==> config.mk <==
export PLATFORM = sky130hd
export DESIGN_NAME = if_fetch_unit
export DESIGN_NICKNAME = d
export VERILOG_FILES = /design/src/rtl/if_fetch_unit.sv
export SDC_FILE = /design/constraint.sdc
export NUM_CORES = 1
export LEC_CHECK = 0
export CORE_MARGIN = 3
export CORE_UTILIZATION = 42
export CTS_CLUSTER_SIZE = 30
export DETAILED_ROUTE_END_ITERATION = 12
export HOLD_SLACK_MARGIN = 0.12
export PLACE_DENSITY_LB_ADDON = 0.05
export SLEW_MARGIN = 40
export SYNTH_ARGS = -nofsm -noshare
export SYNTH_HDL_FRONTEND = slang
export SYNTH_SLANG_ARGS = --single-unit
==> constraint.sdc <==
create_clock -name clk -period 5.2 [get_ports clk]
set_input_delay 1.04 -clock clk [delete_from_list [all_inputs] [get_ports clk]]
set_output_delay 1.04 -clock clk [all_outputs]
set_load 0.02 [all_outputs]
==> src/rtl/if_fetch_unit.sv <==
`default_nettype none
// +------------------------------------------------------------------------+
// | if_fetch_unit: IF stage - PC register, fetch request, IF/ID register    |
// | Rev 1.0                                                                |
// +------------------------------------------------------------------------+
module if_fetch_unit #(
  parameter logic [31:0] TEXT_BASE  = 32'h0000_3000,
  parameter int          TEXT_WORDS = 4096,
  parameter logic [31:0] HANDLER_PC = 32'h0000_4180,
  parameter logic [4:0]  EXC_ADEL   = 5'd4
) (
  input  logic        clk,
  input  logic        reset,
  input  logic        stall,
  input  logic        br_take,
  input  logic [31:0] br_target,
  input  logic        br_in_id,
  input  logic        exc_enter,
  input  logic        eret,
  input  logic [31:0] epc,
  output logic [31:0] rom_pc,
  output logic        rom_sel,
  input  logic [31:0] rom_d,
  output logic [31:0] id_instr,
  output logic [31:0] id_pc,
  output logic [31:0] id_pc8,
  output logic        id_valid,
  output logic        id_bd,
  output logic [4:0]  id_exccode
);

  // 33-bit end bound so a text segment reaching the top of memory does not wrap
  localparam logic [32:0] TEXT_END = {1'b0, TEXT_BASE} + (33'(TEXT_WORDS) << 2);

  logic [31:0] pc;
  logic [31:0] pc_next;
  logic        legal;
  logic        flush;

  assign legal   = (pc[1:0] == 2'b00) && (pc >= TEXT_BASE) && ({1'b0, pc} < TEXT_END);
  assign rom_pc  = pc;
  assign rom_sel = legal;
  assign flush   = exc_enter | eret;

  always_comb begin
    pc_next = pc + 32'd4;
    if (exc_enter)    pc_next = HANDLER_PC;
    else if (eret)    pc_next = epc;
    else if (stall)   pc_next = pc;
    else if (br_take) pc_next = br_target;
  end

  always_ff @(posedge clk or posedge reset) begin
    if (reset) pc <= TEXT_BASE;
    else       pc <= pc_next;
  end

  always_ff @(posedge clk or posedge reset) begin
    if (reset) begin
      id_instr   <= 32'd0;
      id_pc      <= 32'd0;
      id_pc8     <= 32'd0;
      id_valid   <= 1'b0;
      id_bd      <= 1'b0;
      id_exccode <= 5'd0;
    end else if (flush) begin
      // bubble still carries the flushed PC so later stages see a sane address
      id_instr   <= 32'd0;
      id_pc      <= pc;
      id_pc8     <= pc + 32'd8;
      id_valid   <= 1'b0;
      id_bd      <= 1'b0;
      id_exccode <= 5'd0;
    end else if (!stall) begin
      id_instr   <= legal ? rom_d : 32'd0;
      id_pc      <= pc;
      id_pc8     <= pc + 32'd8;
      id_valid   <= 1'b1;
      id_bd      <= br_in_id;
      id_exccode <= legal ? 5'd0 : EXC_ADEL;
    end
  end

endmodule
`default_nettype wire
==> results summary <==
The worst path required time came out at 4160 ps. For this block, the initial DRC count from the detailed router was 528. The final setup violation count came out at 0. The combined area of all synthesized cells came out at 6850 um2. The via count came out at about 6.6k. The first global-routing pass estimated between 30000 and 40000 um of wire.

In the final routed layout, each cell accounts on average for roughly 19 um. The hold path startpoint is id_pc[15]. The simple-gate share of the synthesized area is between 20% and 30%. The maximum net fanout on the critical path came out at 13. After synthesis, the cell types taking the most area are dfrtp_1 (46%), nand2_1 (11%), a21oi_1 (4.5%). The maximum number of pins on one net before global-route repair came out at 109. Prior to clock tree synthesis, the placed netlist has a worst setup slack of roughly 1700 ps.

The worst-skew pair later-pin latency came out at 420 ps. The worst hold-check path type is reg -> reg. The register bit total from synthesis came out at about 130.

The mean post-synth cell area came out at 8.49 um2. Counting distinct cell types in the post-synthesis netlist gives 65. The synthesized netlist devotes between 15 and 20% of its cell area to compound gates. The synthesized design contains 0 enable-type register cells. For this run, the leading register cell type out of synthesis is dfrtp_1. The clock-pin slew on the worst setup and hold paths is 60 ps. The worst reg2reg path startpoint is rom_pc[3]. The final total power came out at approximately 3000 uW.

The congestion estimate from routability-driven global placement came to about 0.85. The number of hold violations in the final report came out at 0. The transition time at the pin with the least slew margin came out at 745 ps. The nature of the critical path endpoint is a primary output.

Setup repair after global routing left no endpoint under its margin. The library cell used most frequently in the layout, excluding fill and tap cells, is clkdlybuf4s50_1. The setup slack on the worst flop-to-flop path came out at 2510 ps. The yosys synthesis warning count is 0. The final setup slack of the worst path is 1690 ps. Once detailed placement completed, the half-perimeter wirelength came to roughly 16000 um. The capturing point of the worst reg2reg path is rom_pc[29]. The post-route minimum period is 3510 ps. The portion of synthesized area spent on multiplexers is less than 1%. For this run, design rule violations remaining after detail routing come to 0.

The final period utilization came out at between 60% and 70%. The worst setup path is launched from a register. The post-synthesis cell count came out at roughly 810. The setup TNS is 0 ps.

The number of cells upsized or downsized after cts came out at 0. The overall overflow remaining after global route came out at 0. Summing the areas of all xor and xnor instances in the mapped netlist gives under 10% of the synthesized area.

The setup fix buffers added after clock tree synthesis is 0. The count of nets after finishing came out at between 1k and 1.5k. The via count normalized by instance count is approximately 5.4.

The placed standard-cell area came out at 9200 um2. By area, the combinational part of the netlist is dominated by simple AND/OR/NAND/NOR gates. The die is roughly 130 um wide. The number of buffers created by CTS is 17. Cells with a size suffix above 1 make up under 10% of the layout. The count of final max-slew check failures came out at 0. The worst endpoint data arrival time is 2470 ps.

The worst vdd rail ir drop is 212 uV. The number of cells on the worst reg-to-reg path is 5. Summed over all instances, the cell type with the most area after synthesis is dfrtp_1.

In this run the count of I/O pins placed on the die edge is between 200 and 250. The antenna diode count came out at 0. The hold buffer count at cts is 0. After global routing, the most crowded layer is met2.

In this run the remaining antenna-violating nets after routing total 0. The area of the placeable core came out at 15900 um2. After detailed routing, the total wire length is between 20000 and 25000 um. The maximum buffer depth of the clock tree came out at 2. The floorplan die area is between 15000 and 20000 um2. The final hold slack is approximately 460 ps.

The global-route usage over all layers is between 20% and 30%. The initial antenna violation count came out at 1. The hold path depth is 2. The synthesis-to-layout area growth is 43.6%.

The tool flagged a number of max-cap violations equal to 0. The clock arrives with ~9 ps of skew. The path with the worst hold slack has its endpoint at id_pc[15]. The total iterations of the first detailed-routing run came out at 6. The power density of the placed cells came out at 304 nW/um2. Once the floorplan was initialized, standard cells occupied 43.0% of the core. The run finished with clean final reports.

The kind of critical path is reg -> out. The proportion of register bits with asynchronous set or reset after synthesis came out at between 90% and 100%. The depth of the CTS H-tree came out at 4. In this run the static leakage power is around 0.0039 uW.

The global routing usage on met1 is about a third. Global routing consumed, on the met3 layer, ~8% of the routing resources. The clock sink count is about 130. The portion of the post-synthesis area used by sequential elements came out at a little under half. The global routing usage on met2 is 40.7%.

The post-synthesis share of cell area spent on full adders, half adders and majority gates is 0.548%. The cell chosen for the clock root is clkbuf_16. The via count of the first global-routing pass was around 6.4k. With fillers left out, the area of the finished cells amounts to 9840 um2. The highest clock rate came out at about 0.28 GHz. The worst slew slack as a fraction of its limit came out at 50.2%.

The top cell type's share of synthesized area came out at between 40% and 50%. The count of input and output buffers came out at 234. TritonCTS built the clock tree.

The floorplan die height came out at approximately 130 um. In this run the core area contains between 40 and 50 standard-cell rows. The library cells used most frequently in the layout, excluding fill and tap cells, are clkdlybuf4s50_1 (233), nand2_1 (194), dfrtp_1 (126), a21oi_1 (62), o21ai_0 (51).
==> registers in the layout, summed over array words and instances (netlist names) <==
signal,count
id_pc8,29
id_pc,32
id_instr,32
id_bd,1
id_exccode,1
rom_pc,32
id_valid,1
==> area by class of cell <==
class | instances | area (um2)
fill | 1405 | 6100
multi-input combinational | 593 | 3270
sequential | 128 | 3210
timing repair buffer | 244 | 2440
clock buffer | 19 | 443
tap | 216 | 270
clock inverter | 11 | 165
inverter | 8 | 37.5
==> logic make-up (layout without fill, tap and decap cells) <==
| kind of cell | after synthesis | in the layout |
|---|---|---|
| AND/OR/NAND/NOR | 363 | 363 |
| AO/OA/AOI/OAI | 187 | 187 |
| flip-flops | 128 | 128 |
| buffers and inverters | 89 | 282 |
| XOR/XNOR | 30 | 30 |
| multiplexers | 6 | 6 |
| adder cells (fa/ha/maj) | 3 | 3 |
| other | 1 | 4 |
==> synth_stat cells (5+ instances only) <==
cell type	number
nand2_1	195
nor2_1	45
a31oi_1	5
nand3_1	46
and3_1	6
nor4_1	12
o21ai_0	51
clkbuf_1	44
a21o_1	8
o221ai_1	7
buf_1	9
dfrtp_1	126
o22ai_1	13
o211ai_1	5
nor3_1	10
xnor2_1	17
buf_4	19
mux2i_1	6
inv_1	5
a22o_1	5
buf_2	9
a21oi_1	62
nand4_1	10
xor2_1	13
==> worst max path at each step <==
stage               startpoint         end  slack [ps]  cells past startpoint
detailed placement   exc_enter  rom_pc[14]        1730                      6
finish              rom_pc[15]     rom_sel        1690                      4
CTS                 rom_pc[18]     rom_sel        1640                      4
global route        rom_pc[18]     rom_sel        1530                      4
global placement     exc_enter  rom_pc[10]        1670                      6
floorplan                reset       id_bd         750                      1
==> through the flow <==
| step | utilization, % | cells |
|---|---|---|
| floorplan | - | 810 |
| global placement | 57.6 | 1188 |
| detailed placement | 57.7 | 1188 |
| CTS | 61.5 | 1218 |
| global route | 61.7 | 1219 |
| finish | 61.7 | 1219 |
==> critical path, stage by stage (launching register included) <==
cell and delay (ps):
dfrtp_1 580, nor4_1 310, nand3_1 160, nor3_4 310, clkdlybuf4s50_1 680
==> metal layers <==
| metal | part of all wire (%) | vias to the layer above |
|---|---|---|
| met1 | 43 | 3138 |
| met3 | 8.8 | 24 |
| met2 | 47 | 285 |
| li1 | - | 3170 |
| met5 | 0.057 | - |
| met4 | 1.3 | 2 |
==> report_power, final <==
group | switching [uW] | leakage, uW | internal (uW)
logic | 292 | 0.00199 | 271
registers | 102 | 0.00166 | 1070
clock network | 451 | 0.000287 | 806
Note: power is estimated with default switching activity, not from simulation.
